File: src/rtl/pipe_fft_twid_pkg.sv
// Shared types and constants for the pipelined-FFT twiddle RAM sequencer.
// The table-load checksum (optional, macro PIPE_FFT_TWID_LOAD_CKSUM_EN)
// uses CKSUM_W and slice_sum() from here.
package pipe_fft_twid_pkg;

  typedef enum logic [1:0] {
    ST_IDLE  = 2'd0,
    ST_LOAD  = 2'd1,
    ST_RUN   = 2'd2,
    ST_DRAIN = 2'd3
  } twid_state_e;

  localparam int TWID_DEPTH  = 64;
  localparam int TWID_ADDR_W = 6;
  localparam int TWID_DATA_W = 64;
  localparam int CKSUM_W     = 16;

  // Modular sum of the 16-bit slices of one twiddle word.
  function automatic logic [CKSUM_W-1:0] slice_sum(input logic [TWID_DATA_W-1:0] w);
    logic [CKSUM_W-1:0] acc;
    // NOTE: blocking assignments are correct here: acc is a local temporary
    // evaluated in order, not a flop updated at a clock edge.
    acc = '0;
    for (int i = 0; i < TWID_DATA_W / CKSUM_W; i++) begin
      acc = acc + w[i*CKSUM_W +: CKSUM_W];
    end
    return acc;
  endfunction

endpackage

File: src/rtl/pipe_fft_twid_addr_gen.sv
// Strided twiddle read-address generator for one FFT stage.
// rAddr always holds (k << s) mod 2**ADDR_W for the current k, so the RAM
// samples the address of twiddle k in the very cycle k is issued.
module pipe_fft_twid_addr_gen
  import pipe_fft_twid_pkg::*;
#(
  parameter int ADDR_W = TWID_ADDR_W,
  parameter int STG_W  = 3
) (
  input  logic              clk,
  input  logic              nGrst,
  input  logic              clr,
  input  logic              adv,
  input  logic [STG_W-1:0]  s,
  output logic [ADDR_W-1:0] rAddr,
  output logic [ADDR_W-1:0] k,
  output logic              last_issue
);

  logic [ADDR_W-1:0] k_nxt;

  assign k_nxt      = k + ADDR_W'(1);
  assign last_issue = adv & (k == '1);

  // k counter and registered read address; shifts of s >= ADDR_W fall off to 0.
  always_ff @(posedge clk or negedge nGrst) begin
    // NOTE: sequential state uses non-blocking assignments so every flop
    // samples pre-edge values regardless of statement order.
    if (!nGrst) begin
      k     <= '0;
      rAddr <= '0;
    end else if (clr) begin
      k     <= '0;
      rAddr <= '0;
    end else if (adv) begin
      k     <= k_nxt;
      rAddr <= k_nxt << s;
    end
  end

endmodule

File: src/rtl/pipe_fft_twid_ctrl.sv
// Twiddle RAM sequencer: loads 64 words through a valid/ready stream into the
// RAM write port, then issues the strided read sequence for one FFT stage
// with a valid/last strobe delayed by the RAM read latency.
// Optional feature: define PIPE_FFT_TWID_LOAD_CKSUM_EN to add ld_cksum /
// cksum_err and qualify table_ok with a 16-bit slice checksum.
module pipe_fft_twid_ctrl
  import pipe_fft_twid_pkg::*;
#(
  parameter int ADDR_W = TWID_ADDR_W,
  parameter int DATA_W = TWID_DATA_W,
  parameter int RD_LAT = 2,
  parameter int STG_W  = 3
) (
  input  logic               clk,
  input  logic               nGrst,
  input  logic               load_start,
  input  logic               ld_valid,
  input  logic [DATA_W-1:0]  ld_data,
  output logic               ld_ready,
  output logic               load_done,
  output logic               table_ok,
`ifdef PIPE_FFT_TWID_LOAD_CKSUM_EN
  input  logic [CKSUM_W-1:0] ld_cksum,
  output logic               cksum_err,
`endif
  input  logic               stage_start,
  input  logic [STG_W-1:0]   stage_idx,
  input  logic               run_en,
  output logic               twid_valid,
  output logic               twid_last,
  output logic               busy,
  output logic               cmd_err,
  output logic               wEn,
  output logic [ADDR_W-1:0]  wAddr,
  output logic [DATA_W-1:0]  wD,
  output logic [ADDR_W-1:0]  rAddr
);

  localparam int DCNT_W = $clog2(RD_LAT + 1);

  twid_state_e       state, state_nxt;
  logic [ADDR_W-1:0] lcnt;
  logic [STG_W-1:0]  s_q;
  logic [ADDR_W-1:0] k_cnt;
  logic [DCNT_W-1:0] dcnt;
  logic [RD_LAT-1:0] vpipe, lpipe;
  logic              wr_en, issue, cmd_rej, take_load, take_stage, load_last;
  logic              last_issue, table_good;

  pipe_fft_twid_addr_gen #(
    .ADDR_W (ADDR_W),
    .STG_W  (STG_W)
  ) u_addr_gen (
    .clk        (clk),
    .nGrst      (nGrst),
    .clr        (take_stage),
    .adv        (issue),
    .s          (s_q),
    .rAddr      (rAddr),
    .k          (k_cnt),
    .last_issue (last_issue)
  );

  // State register.
  always_ff @(posedge clk or negedge nGrst) begin
    if (!nGrst) state <= ST_IDLE;
    else        state <= state_nxt;
  end

  // Next-state and per-cycle control strobes.
  always_comb begin
    // NOTE: every signal gets a default first so no path leaves one unassigned,
    // which would otherwise infer a latch.
    state_nxt  = state;
    ld_ready   = 1'b0;
    wr_en      = 1'b0;
    issue      = 1'b0;
    cmd_rej    = 1'b0;
    take_load  = 1'b0;
    take_stage = 1'b0;
    load_last  = 1'b0;
    case (state)
      ST_IDLE: begin
        if (load_start) begin
          // A simultaneous stage_start loses to the load and is rejected.
          state_nxt = ST_LOAD;
          take_load = 1'b1;
          cmd_rej   = stage_start;
        end else if (stage_start) begin
          if (table_ok) begin
            state_nxt  = ST_RUN;
            take_stage = 1'b1;
          end else begin
            cmd_rej = 1'b1;
          end
        end
      end
      ST_LOAD: begin
        ld_ready = 1'b1;
        wr_en    = ld_valid;
        cmd_rej  = load_start | stage_start;
        if (wr_en && lcnt == '1) begin
          load_last = 1'b1;
          state_nxt = ST_IDLE;
        end
      end
      ST_RUN: begin
        issue   = run_en;
        cmd_rej = load_start | stage_start;
        if (run_en && k_cnt == '1) state_nxt = ST_DRAIN;
      end
      ST_DRAIN: begin
        cmd_rej = load_start | stage_start;
        if (dcnt == DCNT_W'(RD_LAT - 1)) state_nxt = ST_IDLE;
      end
      default: state_nxt = ST_IDLE;
    endcase
  end

  // Load counter, table status, stage latch and one-cycle status pulses.
  always_ff @(posedge clk or negedge nGrst) begin
    if (!nGrst) begin
      lcnt      <= '0;
      table_ok  <= 1'b0;
      load_done <= 1'b0;
      cmd_err   <= 1'b0;
      s_q       <= '0;
    end else begin
      load_done <= load_last;
      cmd_err   <= cmd_rej;
      if (take_load) begin
        lcnt     <= '0;
        table_ok <= 1'b0;
      end else if (wr_en) begin
        lcnt <= lcnt + ADDR_W'(1);
        if (load_last) table_ok <= table_good;
      end
      if (take_stage) s_q <= stage_idx;
    end
  end

  // DRAIN dwell counter: restarts whenever DRAIN is not the current state.
  always_ff @(posedge clk or negedge nGrst) begin
    if (!nGrst)                 dcnt <= '0;
    else if (state != ST_DRAIN) dcnt <= '0;
    else                        dcnt <= dcnt + DCNT_W'(1);
  end

  // Valid/last pipe matching the RAM read latency; shifts every cycle.
  always_ff @(posedge clk or negedge nGrst) begin
    if (!nGrst) begin
      vpipe <= '0;
      lpipe <= '0;
    end else begin
      vpipe <= (vpipe << 1) | RD_LAT'(issue);
      lpipe <= (lpipe << 1) | RD_LAT'(last_issue);
    end
  end

`ifdef PIPE_FFT_TWID_LOAD_CKSUM_EN
  logic [CKSUM_W-1:0] cksum_acc, cksum_nxt;

  assign cksum_nxt  = cksum_acc + slice_sum(TWID_DATA_W'(ld_data));
  assign table_good = (cksum_nxt == ld_cksum);

  // Running checksum of the table being loaded; verdict pulses with load_done.
  always_ff @(posedge clk or negedge nGrst) begin
    if (!nGrst) begin
      cksum_acc <= '0;
      cksum_err <= 1'b0;
    end else begin
      cksum_err <= load_last & ~table_good;
      if (take_load)  cksum_acc <= '0;
      else if (wr_en) cksum_acc <= cksum_nxt;
    end
  end
`else
  assign table_good = 1'b1;
`endif

  assign twid_valid = vpipe[RD_LAT-1];
  assign twid_last  = lpipe[RD_LAT-1];
  assign busy       = (state != ST_IDLE);
  assign wEn        = wr_en;
  assign wAddr      = ld_ready ? lcnt : '0;
  assign wD         = ld_ready ? ld_data : '0;

endmodule

File: config.mk
export PLATFORM = sky130hd
export DESIGN_NAME = pipe_fft_twid_ctrl
export DESIGN_NICKNAME = d
export VERILOG_FILES = /design/src/rtl/pipe_fft_twid_pkg.sv /design/src/rtl/pipe_fft_twid_addr_gen.sv /design/src/rtl/pipe_fft_twid_ctrl.sv
export SDC_FILE = /design/constraint.sdc
export NUM_CORES = 1
export LEC_CHECK = 0
export BUFFER_PORTS_ARGS = -buffer_cell sky130_fd_sc_hd__buf_2
export CAP_MARGIN = 20
export CORE_MARGIN = 10
export CORE_UTILIZATION = 45
export DETAILED_ROUTE_END_ITERATION = 10
export PLACE_DENSITY = 0.87
export RECOVER_POWER = 25
export SETUP_SLACK_MARGIN = 0.5
export SYNTH_ARGS = -nofsm -noshare
export SYNTH_HDL_FRONTEND = slang
export SYNTH_HIERARCHICAL = 1
export SYNTH_SLANG_ARGS = --single-unit
export TNS_END_PERCENT = 20
File: constraint.sdc
create_clock -name clk -period 3.4 [get_ports clk]
set_input_delay 0 -clock clk [delete_from_list [all_inputs] [get_ports clk]]
set_output_delay 0 -clock clk [all_outputs]
set_load 0.03 [all_outputs]
* Yosys cells after proc, flatten, opt, wreduce, memory -nomap -nowiden
Cells that the tools add are included.
** Cells by class
- Reductions and logical operators :: 10
- $add $sub $neg :: 3
- Equal/unequal tests :: 12
- Bitwise operators :: 4
- Shifts and indexed selects :: 1
- Muxes and demuxes :: 34
** Operators with widths (count)
- $mux W64 :: 1
- $mux W6 :: 7
- $mux W1 :: 17
- $mux W2 :: 7
- $add A6 B1 Y6 const B :: 2
- $eq A6 B6 Y1 const B :: 2
- $ne A2 B2 Y1 const B :: 4
- $pmux W2 S4 :: 1
- $reduce_bool A2 Y1 :: 4
- $ne A3 B3 Y1 const B :: 2
- $shl A6 B3 Y6 :: 1
- $reduce_and A5 Y1 :: 1
- $eq A2 B1 Y1 const B :: 2
- $eq A2 B2 Y1 const B :: 2
- $or A2 B1 Y2 :: 2
- $reduce_or A3 Y1 :: 1
- $add A2 B1 Y2 const B :: 1
- $logic_and A1 B1 Y1 :: 2
- $logic_not A2 Y1 :: 1
- $pmux W1 S2 :: 1
- $reduce_and A2 Y1 :: 1
- $and A1 B1 Y1 :: 1
- $or A1 B1 Y1 :: 1
** Word-level totals
- Bits of input ports :: 73
- Register bits :: 32
- Output and inout bits :: 84
- Word-level logic and storage cells :: 75

* Longest topological paths before layout
Gate-level depths: netlist of run 1.
- Depth in word-level cells :: 7
- Gate-level depth with buffers :: 8
- Depth with buffers taken out :: 7

* Modules after synthesis
The synthesis of run 1 kept the hierarchy.
** Modules (own cells, without submodules)
- pipe_fft_twid_ctrl :: instances 1, cells an instance 156, area each 1357.6 µm², sequential area each 500.5 µm²
- pipe_fft_twid_addr_gen :: instances 1, cells an instance 92, area each 847.1 µm², sequential area each 300.3 µm²

* Worst setup path after synthesis of run 1
OpenSTA, ideal clock, no wires.
- Kind :: register to register
- Start point :: reg state[0]
- End point :: reg u_addr_gen.rAddr[5]
- Required time :: 3.269 ns
- Period minus slack after synthesis :: 1.849 ns
- Slack :: 1.551 ns
- Cell stages (with the launch flop) :: 9
- Buffers on the path :: 1
- Data arrival time :: 1.718 ns
- Setup time :: 0.131 ns
- Path through :: dfrtp_1 -> buf_4 -> nor2_4 -> inv_2 -> nor3_4 -> nor2_1 -> a211o_1 -> a2111oi_2 -> nor3_1
** On the way
- Word-level cells in the longest chain between the ends :: 3
- Elaborated cells between the ends (all ways) :: 6
- Classes of those cells :: eq/ne: 1; mux: 3; reduce/logical: 2
** RTL lines
- start: declaration :: line pipe_fft_twid_ctrl.sv:41 : twid_state_e state, state_nxt;
- start signal: assignment :: line pipe_fft_twid_ctrl.sv:67 : else state <= state_nxt;
- $logic_not A2 Y1 * :: line pipe_fft_twid_ctrl.sv:82 : case (state)
- $mux W1 * :: line pipe_fft_twid_ctrl.sv:82
- via take_stage :: line pipe_fft_twid_ctrl.sv:47 : logic wr_en, issue, cmd_rej, take_load, take_stage, load_last;
- $mux W6 or $reduce_bool A2 Y1 (tied branches)
- end signal: assignment :: line pipe_fft_twid_addr_gen.sv:37 : rAddr <= k_nxt << s;
- end: declaration :: line pipe_fft_twid_addr_gen.sv:15 : output logic [ADDR_W-1:0] rAddr,
The timed path passes the listed nets; every way through them passes the cells marked *.
A chain may end at the register's enable or synchronous reset.

* Worst setup path after layout of run 1
- Start point :: reg state[0]
- End point :: reg u_addr_gen.rAddr[5]
** On the way
- Word-level cells in the longest chain between the ends :: 3
- Elaborated cells between the ends (all ways) :: 6
- Classes of those cells :: eq/ne: 1; mux: 3; reduce/logical: 2
** RTL lines (line)
- $eq A2 B2 Y1 :: pipe_fft_twid_ctrl.sv:82
- $mux W1 :: pipe_fft_twid_ctrl.sv:82
- via issue :: pipe_fft_twid_ctrl.sv:47
- $reduce_bool A2 Y1 (no source line)
The timed path passes the listed nets, and every way through them passes these cells.

==> summary.md, run 1 <==
| Metric | Value |
|---|---|
| Pint | `1.28 mW` |
| Worst slew pin tran | `1.66 ns` |
| HPWL Detailed | `7010 um` |
| 1st-pass router iterations | `4` |
| Ys flop type | `dfrtp_1` |
| RSZ-0062 raised after global routing | `false` |
| R2r endpoint | `u_addr_gen/rAddr[5]` |
| Wire length per cell | `18.6 um` |
| Hold_buf cts | `5` |
| Finished Layout Cells | `468` |
| Hold Vio Cnt, Final | `0` |
| Flops & latches, synth | `32` |
| Min-Delay Path Depth | `2` |
| Req. time, crit path | `3.57 ns` |
| WL final | `8700 um` |
| Final ANT Viol Nets | `0` |
| Max_slew headroom | `-0.105` |
| Hold WC Path Type | `input pin to flop` |
| Layout Nets | `476` |
| Yosys warnings | `6` |
| GR Util All Layers | `0.206` |
| Pwr dens | `874 mW/mm2` |
| Max Slew Vio Count | `33` |
| Vias in the first global route | `2334` |
| Max-cap viol count | `1` |
| CP Max Fanout | `18` |
| Grt total ovfl | `0` |
| Core Region | `0.00472 mm2` |
| Clock share of power | `0.145` |
| Area growth syn-to-layout | `42.5%` |
| Buffer depth of the longest clock path | `2` |
| Fillcell total | `383` |
| Crit path capture type | `flop` |
| Worst Setup Start Kind | `flop` |
| Worst slack, placed | `1.22 ns` |
| R2R setup slack | `1.21 ns` |
| Clock Skew | `0.00705 ns` |
| Multi-input gate area | `0.00127 mm2` |
| Global-route wire length before repair | `13500 um` |
| Post-cts resize count | `0` |
| Root buffer selected by CTS | `clkbuf_8` |
| R2r startpoint | `state[0]` |
| Fraction of layout cells with a size suffix above 1 | `0.431` |
| Hold EP | `table_ok` |
| Crit Path Category | `flop to flop` |
| Worst hold slack | `0.0112 ns` |
| EDFF count, synth | `0` |
| Arr. time, crit path | `2.36 ns` |
| Finish-stage setup viols | `0` |
| Vias | `2345` |
| Cell area after synthesis | `0.00220 mm2` |
| Buffer count from post-CTS setup fixing | `0` |
| Seq pwr share | `0.227` |
| CTS clock-pin slew for the worst setup and hold paths | `0.07 ns` |
| Synth top area share | `0.363` |
| Bufs and invs on worst path | `0` |
| DRC | `0` |
| CTS buffer count | `5` |
| Cells after synthesis | `248` |
| Distinct cells, synth | `49` |
| Die width | `90.0 um` |
| CTS tree | `done` |
| Post-placement cell count | `455` |
| Synth area leaders | `dfrtp_1 36%, and2_1 20%, nor2_1 3.1%, xor2_1 2.4%, nand2_1 2.2%` |
| Port bufs | `156` |
| Sequential cell area | `801 um2` |
| Mean Syn Cell Area | `8.89 um2` |
| Commonest non-fill, non-tap cells in the layout | `148 x buf_2, 72 x and2_1, 32 x dfrtp_1` |
| Most common cell after layout, fill and taps aside | `buf_2` |
| Cell family with most CP delay | `simple AND/OR/NAND/NOR gates` |
| Crit-path slowest cell | `dfrtp_1` |
| Fin Setup TNS | `0 ns` |
| Comb power frac | `0.628` |
| Vias per cell | `5.01` |
| Achievable Freq | `0.456 GHz` |
| Ant diodes | `0` |
| Initial Utilization | `0.467` |
| Failing checks | `max-capacitance violations, max-slew violations` |
| Tot Pwr | `2.75 mW` |
| NetSw | `1.47 mW` |
| Initial antenna violation count | `0` |
| Max VDD drop | `0.454 mV` |
| Status | `finished, violations left` |
| Clock Latency Late Sink | `0.29 ns` |
| Crit-path cells | `nor2b_1, and2_1, nor2_1, a211o_1, a2111oi_2, nor3_1` |
| Net Count, Synth | `324` |
| Area leader, netlist | `dfrtp_1` |
| Gpl congestion | `0.919` |
| Largest net degree at the start of global routing | `72` |
| Total die area | `0.00810 mm2` |
| DRT iter0 DRCs | `102` |
| H-tree Lvls | `2` |
| R2R cell count | `6` |
| Tmin final | `2.19 ns` |
| Io pins | `157` |
| Ys async rst share | `1.00` |
| Sw Ratio | `0.534` |
| Min-delay src | `load_start` |
| Post-route setup slack | `1.21 ns` |
| Fin crit share | `0.645` |
| Seq/Total Area, Yosys | `0.363` |
| Critical path's largest stage delay | `0.53 ns` |
| Clock sink total | `32` |
| Lkg Pwr | `1.62 nW` |
| FP Rows | `25` |
| Chip height | `90.0 um` |
## logic make-up after synthesis
group | share of synthesized area
and+or+nand+nor | 0.377
AOI/OAI and AO/OA | 0.112
DFF | 0.363
buffers and inverters | 0.0613
xor gates and xnor gates | 0.0358
muxes | 0.0341
adders and majority gates | 0.0170
## sequential cells by signal, indices dropped and copies added, names as in the netlist
| signal | count |
|---|---|
| s_q | 3 |
| state | 2 |
| dcnt | 2 |
| lpipe | 2 |
| lcnt | 6 |
| u_addr_gen/rAddr | 6 |
| cmd_err | 1 |
| vpipe | 2 |
| u_addr_gen/k | 6 |
| table_ok | 1 |
| load_done | 1 |
## power groups by stage
stage	Clock (mW)	Combinational, mW	Sequential [mW]
global placement	0	1.72	0.619
floorplan	0	1.27	0.607
finish	0.398	1.72	0.624
CTS	0.405	1.75	0.621
detailed placement	0	1.73	0.627
global route	0.419	1.85	0.642
## worst max-delay path by stage
stage / startpoint / endpoint / slack [ns] / cells after the start
floorplan: state[0] / u_addr_gen/rAddr[5] / 1.55 / 8
global placement: state[0] / u_addr_gen/rAddr[5] / 1.28 / 6
detailed placement: state[0] / u_addr_gen/rAddr[5] / 1.22 / 6
CTS: state[0] / u_addr_gen/rAddr[5] / 1.23 / 6
global route: state[0] / u_addr_gen/rAddr[5] / 0.96 / 6
finish: state[0] / u_addr_gen/rAddr[5] / 1.21 / 6
## routing by layer
metal	vias up	global-route usage	part of all wire
met5	-	0	0
met2	112	0.370	0.51
met1	1087	0.236	0.41
met3	6	0.0665	0.074
met4	0	0.0318	0.0046
li1	1140	-	-
## Yosys cell counts (3+ instances only)
library cell   n
a21oi_1        8
and2_1        72
buf_2          3
buf_6          4
clkbuf_1       9
dfrtp_1       32
ha_1           3
inv_1          5
mux2_2         4
mux2i_1        3
nand2_1       13
nand2b_1       3
nand3_1        5
nand4_1        5
nand4b_1       3
nor2_1        18
nor2b_1        3
nor4_1         3
o21ai_0        5
or3_1          3
xnor2_1        3
xor2_1         6
## layout make-up
class,count,share of cell area
clock buffer,7,0.0307
clock inverter,1,0.00956
inverter,7,0.00836
multi-input combinational,191,0.404
sequential,32,0.255
tap,67,0.0267
timing repair buffer,163,0.266
## stage by stage
step           utilization  area [um2]
2_1_floorplan            -        2200
3_3_place_gp         0.630        2980
3_5_place_dp         0.630        2980
4_1_cts              0.667        3150
5_1_grt              0.665        3140
6_report             0.665        3140
Power figures use the tool's default switching activity.
==> run 2: changes to the inputs <==
--- a/config.mk
+++ b/config.mk
@@ -8,9 +8,9 @@
 export BUFFER_PORTS_ARGS = -buffer_cell sky130_fd_sc_hd__buf_2
 export CAP_MARGIN = 20
 export CORE_MARGIN = 10
-export CORE_UTILIZATION = 45
+export CORE_UTILIZATION = 41
 export DETAILED_ROUTE_END_ITERATION = 10
-export PLACE_DENSITY = 0.87
+export PLACE_DENSITY = 0.8
 export RECOVER_POWER = 25
 export SETUP_SLACK_MARGIN = 0.5
 export SYNTH_ARGS = -nofsm -noshare
==> constraint.sdc (replaced) <==
create_clock -name clk -period 2.2 [get_ports clk]
set_input_delay 0 -clock clk [delete_from_list [all_inputs] [get_ports clk]]
set_output_delay 0 -clock clk [all_outputs]
set_load 0.03 [all_outputs]
==> run 2 against run 1 <==
  * The flow now finishes without violations
  * Hold slack better by 0.027 ns
  * Die area up 7.5%
  * Core utilization down 2.9 points
  * Sequential cell count unchanged
==> summary.md, run 2 (synthesized netlist as in run 1, its figures left out) <==
| Metric | Value |
|---|---|
| Initial Utilization | `0.426` |
| Multi-input gate area | `0.00130 mm2` |
| Sw Ratio | `0.544` |
| Max_slew headroom | `0.531` |
| Worst Setup Start Kind | `flop` |
| FP Rows | `26` |
| Initial antenna violation count | `0` |
| GR Util All Layers | `0.197` |
| Tmin final | `1.66 ns` |
| 1st-pass router iterations | `4` |
| Min-Delay Path Depth | `3` |
| Buffer depth of the longest clock path | `2` |
| Die width | `93.3 um` |
| Cell family with most CP delay | `simple AND/OR/NAND/NOR gates` |
| Io pins | `157` |
| Vias per cell | `5.09` |
| Max VDD drop | `0.716 mV` |
| Core Region | `0.00517 mm2` |
| Area growth syn-to-layout | `49.3%` |
| Largest regs | `lcnt (6), u_addr_gen/k (6), u_addr_gen/rAddr (6)` |
| Min-delay src | `ld_valid` |
| Finish-stage setup viols | `0` |
| Ant diodes | `0` |
| Sequential cell area | `807 um2` |
| CTS clock-pin slew for the worst setup and hold paths | `0.07 ns` |
| CTS tree | `done` |
| DRC | `0` |
| Pint | `2.01 mW` |
| HPWL Detailed | `7380 um` |
| Fillcell total | `452` |
| Root buffer selected by CTS | `clkbuf_8` |
| Chip height | `93.3 um` |
| Req. time, crit path | `2.37 ns` |
| DRT iter0 DRCs | `123` |
| CP Max Fanout | `6` |
| Seq pwr share | `0.213` |
| Crit-path cells | `nor2_4, inv_4, nor3_4, nor2_2, a211o_1, a2111oi_4, nor3_1` |
| Max-cap viol count | `0` |
| Clock sink total | `32` |
| Hold Vio Cnt, Final | `0` |
| Fin crit share | `0.755` |
| Gpl congestion | `0.997` |
| Largest net degree at the start of global routing | `72` |
| Fin Setup TNS | `0 ns` |
| Commonest non-fill, non-tap cells in the layout | `141 x buf_2, 71 x and2_1, 27 x dfrtp_1` |
| Hold EP | `load_done` |
| R2r startpoint | `state[1]` |
| Final ANT Viol Nets | `0` |
| R2R setup slack | `0.54 ns` |
| Wire length per cell | `19.3 um` |
| Worst hold slack | `0.0385 ns` |
| WL final | `9310 um` |
| R2R cell count | `7` |
| Clock share of power | `0.104` |
| CTS buffer count | `5` |
| H-tree Lvls | `2` |
| Fraction of layout cells with a size suffix above 1 | `0.468` |
| Bufs and invs on worst path | `1` |
| Grt total ovfl | `0` |
| Crit-path slowest cell | `dfrtp_1` |
| Hold WC Path Type | `input pin to flop` |
| Lkg Pwr | `1.67 nW` |
| RSZ-0062 raised after global routing | `true` |
| Clock Latency Late Sink | `0.29 ns` |
| Most common cell after layout, fill and taps aside | `buf_2` |
| Port bufs | `156` |
| Worst slew pin tran | `0.703 ns` |
| Status | `finished clean` |
| Vias in the first global route | `2365` |
| Layout Nets | `487` |
| Achievable Freq | `0.602 GHz` |
| Critical path's largest stage delay | `0.45 ns` |
| NetSw | `2.39 mW` |
| Vias | `2455` |
| Pwr dens | `1340 mW/mm2` |
| Comb power frac | `0.682` |
| Clock Skew | `0.00499 ns` |
| R2r endpoint | `u_addr_gen/rAddr[5]` |
| Total die area | `0.00871 mm2` |
| Crit path capture type | `flop` |
| Global-route wire length before repair | `13300 um` |
| Max Slew Vio Count | `0` |
| Crit Path Category | `flop to flop` |
| Arr. time, crit path | `1.83 ns` |
## run 2: cell types whose count changed in the layout (fill, tap and decap cells not counted), sizes merged
| cell | before | now |
|---|---|---|
| clkinv | 0 | 1 |
| clkbuf | 15 | 18 |
| clkinvlp | 0 | 2 |
| dlygate4sd3 | 5 | 6 |
| bufinv | 1 | 0 |
| buf | 150 | 155 |
## run 2: power by group through the flow
stage	registers (mW)	clock network, mW	logic (mW)
final	0.939	0.460	3.00
after global routing	0.961	0.505	3.22
after CTS	0.920	0.477	2.88
after detailed placement	0.948	0	2.75
after global placement	0.937	0	2.73
after floorplan	0.940	0	1.98
## run 2: how the worst max path moves through the flow
stage,startpoint,to,cells past startpoint
global placement,u_addr_gen/k[0],u_addr_gen/rAddr[4],5
detailed placement,u_addr_gen/k[0],u_addr_gen/rAddr[4],5
global route,state[1],u_addr_gen/rAddr[5],7
floorplan,state[0],u_addr_gen/rAddr[5],8
CTS,state[0],u_addr_gen/rAddr[5],7
finish,state[1],u_addr_gen/rAddr[5],7
## run 2: routing by layer
metal / track usage / part of all wire
met3: 0.0783 / 0.10
met5: 0 / 0
met1: 0.205 / 0.37
met4: 0.0784 / 0.034
met2: 0.345 / 0.49
## run 2: per-stage QoR
step / setup slack (ns) / area (um2) / total power [mW] / utilization / cells
floorplan: 0.423 / 2210 / 2.92 / - / 248
global placement: 0.393 / 3010 / 3.66 / 0.581 / 461
detailed placement: 0.306 / 3010 / 3.70 / 0.581 / 461
CTS: 0.464 / 3210 / 4.27 / 0.620 / 477
global route: 0.474 / 3290 / 4.68 / 0.636 / 482
finish: 0.540 / 3290 / 4.40 / 0.636 / 482
## run 2: what timing repair did
action,CTS,global route
hold buffers,6,0
setup buffers,2,4
endpoints found under the hold margin,38,0
endpoints found under the setup margin,74,80
resized for setup,12,13
pin swaps,0,4
gates cloned,0,1
## run 2: worst reg2reg max path: cells and delay by family (launching register included)
family,cells,cell delay [ns]
compound gates,2,0.51
buf+inv,1,0.06
flops,1,0.45
simple gates,4,0.52
## run 2: area by class of cell
cell class / count / area share
tap: 70 / 0.0266
multi-input combinational: 191 / 0.396
timing repair buffer: 174 / 0.295
clock inverter: 3 / 0.00722
clock buffer: 5 / 0.0209
sequential: 32 / 0.245
inverter: 7 / 0.00874
